<file path="src/rtl/idu_pipe_if.sv">
// Decode-stage bus: the IFU-side request (inst/in_pc/valid/flush) and the EXU-side decoded bundle.
// Latency: n/a (signal bundle only).
// Backpressure: in_valid/in_ready on the input side, out_valid/out_ready on the output side.
// Modports: master = producer/consumer around the stage (IFU+EXU or a bench),
//           slave  = the decode stage itself.
interface idu_pipe_if #(
    parameter int DATA_WIDTH = 32,
    parameter int XLEN       = 32
);
    logic                  flush;
    logic                  in_valid;
    logic                  in_ready;
    logic [DATA_WIDTH-1:0] inst;
    logic [XLEN-1:0]       in_pc;
    logic                  out_valid;
    logic                  out_ready;
    logic [XLEN-1:0]       out_pc;
    logic [XLEN-1:0]       imm;
    logic [4:0]            rd;
    logic [4:0]            rs1;
    logic [4:0]            rs2;
    logic [6:0]            opcode7;
    logic [2:0]            opcode3;
    logic [6:0]            funct7;
    logic [2:0]            fmt;
    logic                  rd_we;
    logic                  illegal;

    modport master (
        output flush, in_valid, inst, in_pc, out_ready,
        input  in_ready, out_valid, out_pc, imm, rd, rs1, rs2,
               opcode7, opcode3, funct7, fmt, rd_we, illegal
    );

    modport slave (
        input  flush, in_valid, inst, in_pc, out_ready,
        output in_ready, out_valid, out_pc, imm, rd, rs1, rs2,
               opcode7, opcode3, funct7, fmt, rd_we, illegal
    );
endinterface

</file>
<file path="src/rtl/idu_pipe.sv">
// RV32I decode stage: format, sign-extended immediate, register/funct fields, rd write-enable, illegal flag.
// Latency: 1 cycle, full throughput while out_ready is held high.
// Backpressure: holds the bundle bit-stable and deasserts in_ready while out_valid && !out_ready; flush empties the stage.
// Ports: clk, rst (synchronous, active-high); bus (idu_pipe_if.slave) carries the input request,
//        flush, and the registered decoded bundle. Every bundle output comes straight from a register.
module idu_pipe #(
    parameter int DATA_WIDTH = 32,
    parameter int XLEN       = 32
) (
    input  logic      clk,
    input  logic      rst,
    idu_pipe_if.slave bus
);
    localparam logic [2:0] FMT_R   = 3'd0;
    localparam logic [2:0] FMT_I   = 3'd1;
    localparam logic [2:0] FMT_S   = 3'd2;
    localparam logic [2:0] FMT_B   = 3'd3;
    localparam logic [2:0] FMT_U   = 3'd4;
    localparam logic [2:0] FMT_J   = 3'd5;
    localparam logic [2:0] FMT_ILL = 3'd7;

    generate
        if (DATA_WIDTH != 32) begin : g_bad_data_width
            $error("idu_pipe: DATA_WIDTH must be 32");
        end
        if (XLEN < 32) begin : g_bad_xlen
            $error("idu_pipe: XLEN must be >= 32");
        end
    endgenerate

    logic [31:0]        w_inst;
    logic [2:0]         w_fmt;
    logic signed [31:0] w_imm32;
    logic [XLEN-1:0]    w_imm;
    logic               w_illegal;
    logic               w_rd_we;
    logic               w_in_ready;
    logic               w_accept;

    logic               r_out_valid;
    logic [XLEN-1:0]    r_out_pc;
    logic [XLEN-1:0]    r_imm;
    logic [4:0]         r_rd;
    logic [4:0]         r_rs1;
    logic [4:0]         r_rs2;
    logic [6:0]         r_opcode7;
    logic [2:0]         r_opcode3;
    logic [6:0]         r_funct7;
    logic [2:0]         r_fmt;
    logic               r_rd_we;
    logic               r_illegal;

    assign w_inst = bus.inst[31:0];

    always_comb begin
        w_fmt     = FMT_ILL;
        w_imm32   = '0;
        w_illegal = 1'b1;
        // Every valid RV32I opcode ends in 2'b11, so compressed-looking words fall into default.
        case (w_inst[6:0])
            7'b0110011: begin
                w_fmt     = FMT_R;
                w_illegal = 1'b0;
            end
            7'b0010011, 7'b0000011, 7'b1100111, 7'b1110011: begin
                w_fmt     = FMT_I;
                w_imm32   = {{20{w_inst[31]}}, w_inst[31:20]};
                w_illegal = 1'b0;
            end
            7'b0100011: begin
                w_fmt     = FMT_S;
                w_imm32   = {{20{w_inst[31]}}, w_inst[31:25], w_inst[11:7]};
                w_illegal = 1'b0;
            end
            7'b1100011: begin
                w_fmt     = FMT_B;
                w_imm32   = {{19{w_inst[31]}}, w_inst[31], w_inst[7], w_inst[30:25], w_inst[11:8], 1'b0};
                w_illegal = 1'b0;
            end
            7'b0110111, 7'b0010111: begin
                w_fmt     = FMT_U;
                w_imm32   = {w_inst[31:12], 12'b0};
                w_illegal = 1'b0;
            end
            7'b1101111: begin
                w_fmt     = FMT_J;
                w_imm32   = {{11{w_inst[31]}}, w_inst[31], w_inst[19:12], w_inst[20], w_inst[30:21], 1'b0};
                w_illegal = 1'b0;
            end
            default: ;
        endcase
    end

    // Sized cast of a signed operand sign-extends the 32-bit immediate up to XLEN.
    assign w_imm   = XLEN'(w_imm32);
    assign w_rd_we = !w_illegal && (w_fmt != FMT_S) && (w_fmt != FMT_B) && (w_inst[11:7] != 5'd0);

    assign w_in_ready = !bus.flush && (!r_out_valid || bus.out_ready);
    assign w_accept   = bus.in_valid && w_in_ready;

    always_ff @(posedge clk) begin
        if (rst) begin
            r_out_valid <= 1'b0;
            r_out_pc    <= '0;
            r_imm       <= '0;
            r_rd        <= '0;
            r_rs1       <= '0;
            r_rs2       <= '0;
            r_opcode7   <= '0;
            r_opcode3   <= '0;
            r_funct7    <= '0;
            r_fmt       <= '0;
            r_rd_we     <= 1'b0;
            r_illegal   <= 1'b0;
        end else if (bus.flush) begin
            // Data registers keep their contents; only the valid bit is cleared.
            r_out_valid <= 1'b0;
        end else if (w_accept) begin
            r_out_valid <= 1'b1;
            r_out_pc    <= bus.in_pc;
            r_imm       <= w_imm;
            r_rd        <= w_inst[11:7];
            r_rs1       <= w_inst[19:15];
            r_rs2       <= w_inst[24:20];
            r_opcode7   <= w_inst[6:0];
            r_opcode3   <= w_inst[14:12];
            r_funct7    <= w_inst[31:25];
            r_fmt       <= w_fmt;
            r_rd_we     <= w_rd_we;
            r_illegal   <= w_illegal;
        end else if (bus.out_ready) begin
            // Drain: bundle consumed and nothing new arrived.
            r_out_valid <= 1'b0;
        end
    end

    assign bus.in_ready  = w_in_ready;
    assign bus.out_valid = r_out_valid;
    assign bus.out_pc    = r_out_pc;
    assign bus.imm       = r_imm;
    assign bus.rd        = r_rd;
    assign bus.rs1       = r_rs1;
    assign bus.rs2       = r_rs2;
    assign bus.opcode7   = r_opcode7;
    assign bus.opcode3   = r_opcode3;
    assign bus.funct7    = r_funct7;
    assign bus.fmt       = r_fmt;
    assign bus.rd_we     = r_rd_we;
    assign bus.illegal   = r_illegal;
endmodule

</file>
<file path="src/flat_wrapper.sv">
// flat-port wrapper written by rule: the top's interface ports become plain ports
module idu_pipe_flat 
#(
    parameter int DATA_WIDTH = 32,
    parameter int XLEN       = 32
)
  (clk, rst, bus_flush, bus_in_valid, bus_inst, bus_in_pc, bus_out_ready, bus_in_ready, bus_out_valid, bus_out_pc, bus_imm, bus_rd, bus_rs1, bus_rs2, bus_opcode7, bus_opcode3, bus_funct7, bus_fmt, bus_rd_we, bus_illegal);
  idu_pipe_if #(.DATA_WIDTH(DATA_WIDTH), .XLEN(XLEN)) bus_i ();
  input  logic clk;
  input  logic rst;
  input wire logic [$bits(bus_i.flush)-1:0] bus_flush;
  input wire logic [$bits(bus_i.in_valid)-1:0] bus_in_valid;
  input wire logic [$bits(bus_i.inst)-1:0] bus_inst;
  input wire logic [$bits(bus_i.in_pc)-1:0] bus_in_pc;
  input wire logic [$bits(bus_i.out_ready)-1:0] bus_out_ready;
  output wire logic [$bits(bus_i.in_ready)-1:0] bus_in_ready;
  output wire logic [$bits(bus_i.out_valid)-1:0] bus_out_valid;
  output wire logic [$bits(bus_i.out_pc)-1:0] bus_out_pc;
  output wire logic [$bits(bus_i.imm)-1:0] bus_imm;
  output wire logic [$bits(bus_i.rd)-1:0] bus_rd;
  output wire logic [$bits(bus_i.rs1)-1:0] bus_rs1;
  output wire logic [$bits(bus_i.rs2)-1:0] bus_rs2;
  output wire logic [$bits(bus_i.opcode7)-1:0] bus_opcode7;
  output wire logic [$bits(bus_i.opcode3)-1:0] bus_opcode3;
  output wire logic [$bits(bus_i.funct7)-1:0] bus_funct7;
  output wire logic [$bits(bus_i.fmt)-1:0] bus_fmt;
  output wire logic [$bits(bus_i.rd_we)-1:0] bus_rd_we;
  output wire logic [$bits(bus_i.illegal)-1:0] bus_illegal;
  assign bus_i.flush = bus_flush;
  assign bus_i.in_valid = bus_in_valid;
  assign bus_i.inst = bus_inst;
  assign bus_i.in_pc = bus_in_pc;
  assign bus_i.out_ready = bus_out_ready;
  assign bus_in_ready = bus_i.in_ready;
  assign bus_out_valid = bus_i.out_valid;
  assign bus_out_pc = bus_i.out_pc;
  assign bus_imm = bus_i.imm;
  assign bus_rd = bus_i.rd;
  assign bus_rs1 = bus_i.rs1;
  assign bus_rs2 = bus_i.rs2;
  assign bus_opcode7 = bus_i.opcode7;
  assign bus_opcode3 = bus_i.opcode3;
  assign bus_funct7 = bus_i.funct7;
  assign bus_fmt = bus_i.fmt;
  assign bus_rd_we = bus_i.rd_we;
  assign bus_illegal = bus_i.illegal;
  idu_pipe #(.DATA_WIDTH(DATA_WIDTH), .XLEN(XLEN)) u_core (.clk(clk), .rst(rst), .bus(bus_i));
endmodule
</file>
<file path="config.mk">
export PLATFORM = sky130hd
export DESIGN_NAME = idu_pipe_flat
export DESIGN_NICKNAME = d
export VERILOG_FILES = /design/src/rtl/idu_pipe_if.sv /design/src/rtl/idu_pipe.sv /design/src/flat_wrapper.sv
export SDC_FILE = /design/constraint.sdc
export NUM_CORES = 1
export LEC_CHECK = 0
export ABC_CLOCK_PERIOD_IN_PS = 2280
export CAP_MARGIN = 10
export CELL_PAD_IN_SITES_DETAIL_PLACEMENT = 1
export CELL_PAD_IN_SITES_GLOBAL_PLACEMENT = 1
export CORE_UTILIZATION = 44
export CTS_CLUSTER_SIZE = 14
export DETAILED_ROUTE_END_ITERATION = 10
export DONT_BUFFER_PORTS = 1
export GPL_ROUTABILITY_DRIVEN = 1
export PLACE_DENSITY_LB_ADDON = 0.2
export REMOVE_ABC_BUFFERS = 1
export SKIP_LAST_GASP = 1
export SYNTH_ARGS = -nofsm -noshare
export SYNTH_HDL_FRONTEND = slang
export SYNTH_SLANG_ARGS = --single-unit
</file>
<file path="constraint.sdc">
create_clock -name clk -period 2.28 [get_ports clk]
set_input_delay 0.456 -clock clk [delete_from_list [all_inputs] [get_ports clk]]
set_output_delay 0.456 -clock clk [all_outputs]
set_load 0.02 [all_outputs]
</file>
==> out/results.ini, run 1 <==
[timing]
max_freq_mhz = 573
rsz0062_at_grt = no
finClkSkew_ns = 0.0119
worst_pin_slew_ns = 0.593
fin_tns_setup_ns = 0
relSlewSlack_pct = 60.1
maxSlewViolCount = 0
setup_viol = 0
fin_crit_ns = 1.74
fin_crit_sh_pct = 76.5
hold_viol = 0

[floorplan]
die_w_um = 96.5
core-area_um2 = 8680
initial_utilization_pct = 45.2
io_pins = 172
die_h_um = 96.5
dieArea_um2 = 9300
rows = 34

[worst_setup_path]
end_kind = flip-flop
rrSetupSlack_ns = 0.54
critPathRequiredTime_ns = 2.52
crit_path_start_kind = flip-flop
path_max_fanout = 53
critPathArrivalTime_ns = 1.99
ff2ff_path_depth = 5
critPathKind = reg2reg
endpoint = u_core.bus.imm[19]
crit_start = u_core.bus.out_valid
reg2reg_to = u_core.bus.imm[19]
r2r_start = u_core.bus.out_valid

[synth]
async_reset_ff_share_pct = 0
synth.yosys.seq_area_share_pct = 52.0
yosys_warnings = 0
yosysMostFrequentCell = nand2_1
synth_edf_count = 0
synth_seq_cells = 102
synth-main-ff-cell = dfxtp_1
yosysTopAreaCell = dfxtp_1
synthCells = 458
yosysUniqueCellTypes = 48
synth.area.top_cells = dfxtp_1, nand2_1, a21oi_1
synth_area_um2 = 3930
synth_common_cells = nand2_1, dfxtp_1, a21oi_1, clkbuf_1, nand3_1
syn_area_per_cell_um2 = 8.57
synth_top_area_share_pct = 52.0

[min_path]
min_from = rst
hold_path.class = in2reg

[finish]
fillers = 1042
drive_gt1_share_pct = 7.62
finish.instance_area_um2 = 4170
synthToLayoutAreaGrowth_pct = 6.12
antenna_cells = 0
multi_input_area_um2 = 1710
fin_util_pct = 48.0
nNetsFinal = 510
seqCellArea_um2 = 2040

[clock_network]
cts_tree = built
clk_pin_slew_ns = 0.10
cts_made_buffers = 9
holdBufCountCts = 0
clock_sinks = 102
cts_setup_buffers = 0
clkLatencyLatePin_ns = 0.36
cts_resized = 0
h-tree-depth = 3
cts_buffer_depth = 2
cts_root_buf = clkbuf_8

[detailed_routing]
routed_wl_um = 10300
postRouteAntennaNets = 0
dr.first_iter.drc_count = 73
viasPerCell = 5.74
firstDrtPassIters = 4
drc = 0
num_vias = 3179
post_drt_wl_per_cell_um = 18.5

[place]
hpwl_um = 6940
placed_area_um2 = 3990
numPortBuffers = 0
place.gp.congestion = 0.751

[power_and_ir_drop]
finalPower_mw = 3.22
p_leak_nw = 1.46
irDropWorstVdd_uv = 282
cellPowerDensity_nw_per_um2 = 773

[grt]
grt_max_degree = 91
grt.total_usage_pct = 20.7
antenna_found_initial = 0
grt_pass1_vias = 2924
grt_pass1_wl_um = 14800
overflow = 0

[run_status]
outcome = complete, no violations

[flow_run]
max_cap_violations = 0

worst min-delay path by stage:
stage                             to  slack [ns]  cells past startpoint
2_1_floorplan     u_core.bus.imm[11]        0.52                      1
3_3_place_gp    u_core.bus.out_pc[3]        0.53                      1
3_5_place_dp    u_core.bus.out_pc[4]        0.53                      1
4_1_cts        u_core.bus.out_pc[14]        0.14                      1
5_1_grt         u_core.bus.out_pc[3]        0.13                      1
6_report       u_core.bus.out_pc[14]        0.15                      1
cells by family (layout without fill, tap and decap cells):
kind of cell           Yosys count  after routing  synth area share [%]
AO/OA/AOI/OAI                  128            128                  21.6
XOR/XNOR                         1              1                 0.223
buffers and inverters           39             27                  4.56
flip-flops                     102            102                  52.0
multiplexers                     1              1                 0.255
AND/OR/NAND/NOR                187            187                  21.3
metal layers:
metal | GRT usage, % | routed length (µm) | vias up
met5 | 0 | 0 | -
met4 | 6.25 | 80 | 0
met3 | 6.96 | 891 | 7
met2 | 33.9 | 4760 | 105
met1 | 25.7 | 4530 | 1507
li1 | - | - | 1560
state kept, by name, indices dropped and copies added (netlist names):
register	cells
u_core.bus.fmt	3
u_core.bus.funct7	7
u_core.bus.illegal	1
u_core.bus.imm	32
u_core.bus.opcode3	3
u_core.bus.opcode7	7
u_core.bus.out_pc	32
u_core.bus.out_valid	1
u_core.bus.rd	5
u_core.bus.rd_we	1
u_core.bus.rs1	5
u_core.bus.rs2	5
final cells by class:
| class | instances | share of cell area, % |
|---|---|---|
| clock inverters | 4 | 0.751 |
| multi-input cells | 317 | 41.0 |
| flip-flops and latches | 102 | 49.0 |
| clock buffers | 12 | 3.48 |
| well taps | 108 | 3.24 |
| repair buffers | 10 | 2.40 |
| inverters | 1 | 0.0901 |
critical path: stages (launching register included):
cell,delay [ns]
dfxtp_1,0.47
nand2b_1,0.22
nand2_2,0.19
buf_12,0.27
a211oi_4,0.10
a221o_1,0.36
power by group:
part / switching [mW] / internal, mW
Combinational: 0.126 / 0.0819
Sequential: 0.120 / 1.84
Clock: 0.613 / 0.435
Total: 0.859 / 2.36
metrics by stage:
step	setup WS [ns]	hold WS, ns	instances
detailed placement	0.411	0.534	538
finish	0.535	0.148	554
global route	0.409	0.130	554
global placement	0.460	0.532	538
floorplan	-0.966	0.521	420
CTS	0.522	0.143	554
cell usage in the layout, fill, tap and decap left out, types with 4 or more instances in the layout:
cell	instances
nor2_1	14
a221o_1	12
nand3_1	15
and3_1	4
a21oi_1	67
o21ai_0	13
buf_4	8
a2bb2oi_1	11
clkbuf_8	10
nand2_1	122
nor3_1	6
dfxtp_1	102
a22o_1	10
(Power assumes the default switching activity.)
==> inputs of run 2 (changes only) <==
- ABC_CLOCK_PERIOD_IN_PS: 2280 -> 1570
- CORE_UTILIZATION: 44 -> 40
- clock period: 2.28 -> 1.57 ns (I/O delays scaled with it)
==> run 2 against run 1 <==
Compared with the run above: via count increased by 3.8%; critical path depth is 2 lower; sequential share of layout area shrank 2.3 points; non-clock buffer count up 16; power is 55% higher; combinational power grew 65%; flip-flop and latch count stayed put; die area rose by 9.8%; largest cell class unchanged; largest power group unchanged.
==> out/results.ini, run 2 (synthesis gave the netlist of run 1 again) <==
[worst_setup_path]
end_kind = primary output
path_max_fanout = 2
crit_path_start_kind = flip-flop
critPathArrivalTime_ns = 1.21
critPathRequiredTime_ns = 1.26
critPathKind = reg2out

[power_and_ir_drop]
p_leak_nw = 1.56
finalPower_mw = 4.98
irDropWorstVdd_uv = 390
cellPowerDensity_nw_per_um2 = 1140

[timing]
finClkSkew_ns = 0.00867
setup_viol = 0
fin_crit_sh_pct = 97.0
rsz0062_at_grt = yes
maxSlewViolCount = 0
hold_viol = 0
fin_crit_ns = 1.52
max_freq_mhz = 657
setup_slack_ns = 0.0469
fin_tns_setup_ns = 0
relSlewSlack_pct = 68.9
worst_pin_slew_ns = 0.466

[flow_run]
max_cap_violations = 0

[grt]
grt.total_usage_pct = 21.0
grt_pass1_vias = 3179
grt_max_degree = 86
grt_pass1_wl_um = 16700
overflow = 0
antenna_found_initial = 0

[place]
hpwl_um = 7680
post-place-cells = 572
place.gp.congestion = 0.737
numPortBuffers = 0
dp_slack_ns = -0.0621

[floorplan]
dieArea_um2 = 10200
die_h_um = 101
initial_utilization_pct = 41.9
io_pins = 172
rows = 35
core-area_um2 = 9370
die_w_um = 101

[clock_network]
cts_root_buf = clkbuf_8
clkLatencyLatePin_ns = 0.36
cts_tree = built
cts_made_buffers = 9
cts_buffer_depth = 2
h-tree-depth = 3
clock_sinks = 102
clk_pin_slew_ns = 0.09

[finish]
fillers = 1137
multi_input_area_um2 = 1720
drive_gt1_share_pct = 11.3
layout_common_cells = nand2_1, dfxtp_1, a21oi_1
seqCellArea_um2 = 2040
synthToLayoutAreaGrowth_pct = 11.4
final-instance-count-excl-fill = 590
layout.cells.most_common = nand2_1
antenna_cells = 0
nNetsFinal = 526

[run_status]
outcome = complete, no violations

[detailed_routing]
dr.first_iter.drc_count = 121
postRouteAntennaNets = 0
num_vias = 3301
routed_wl_um = 11000
post_drt_wl_per_cell_um = 18.7
viasPerCell = 5.59
drc = 0
firstDrtPassIters = 4

[min_path]
hold_path.class = in2reg

## run 2: cell count changes in the layout (fill, tap and decap cells not counted), sizes merged
cell and change:
clkinv -1, dlygate4sd3 +1, inv -1, clkinvlp +1, bufinv +2, clkbuf -2
buf +15
## run 2: layout make-up
| cell class | count | area share (%) |
|---|---|---|
| clock buffers | 10 | 2.92 |
| clock inverters | 5 | 1.95 |
| inverters | 1 | 0.0858 |
| multi-input cells | 317 | 39.3 |
| flip-flops and latches | 102 | 46.7 |
| well taps | 129 | 3.69 |
| repair buffers | 26 | 5.38 |
## run 2: worst max-delay path, stage by stage, from the launching register on
cell and delay (ns):
dfxtp_1 0.33, buf_4 0.16, nor2b_1 0.15, nor2_2 0.22
## run 2: worst paths after layout
check / cells after the start / from / end / slack [ns]
setup / recovery: 3 / u_core.bus.out_valid / bus_in_ready / 0.05
hold / removal: 1 / bus_flush / u_core.bus.out_valid / 0.02
setup reg to reg: 6 / u_core.bus.out_valid / u_core.bus.imm[12] / 0.08
hold reg to reg: 2 / u_core.bus.rs1[2] / u_core.bus.rs1[2] / 0.55
## run 2: per-layer routing
metal / up-vias / track usage, % / wire length (µm)
li1: 1589 / - / -
met1: 1595 / 25.2 / 4480
met2: 101 / 34.9 / 5450
met3: 16 / 6.31 / 907
met4: 0 / 8.25 / 197
met5: - / 0 / 0
## run 2: where the power goes
group	leakage, nW	internal [mW]	switching [mW]	total (mW)
logic	0.629	0.144	0.197	0.341
registers	0.831	2.68	0.175	2.85
clock network	0.103	0.896	0.892	1.79
total	1.56	3.72	1.26	4.98
## run 2: stage by stage
stage                     utilization (%)  hold slack, ns  area, µm²
final                                46.7          0.0211       4370
after global routing                 46.7         0.00807       4370
after CTS                            46.4        0.000978       4350
after detailed placement             44.0           0.394       4130
after global placement               44.0           0.392       4130
after floorplan                         -           0.379       3750
## run 2: timing repair
item                                   4_1_cts  5_1_grt
pin swaps                                    0        2
setup endpoints to repair                    1       16
buffers inserted                             0        2
hold buffers                                 1        0
resized for setup                            1        2
endpoints found under the hold margin        6        0
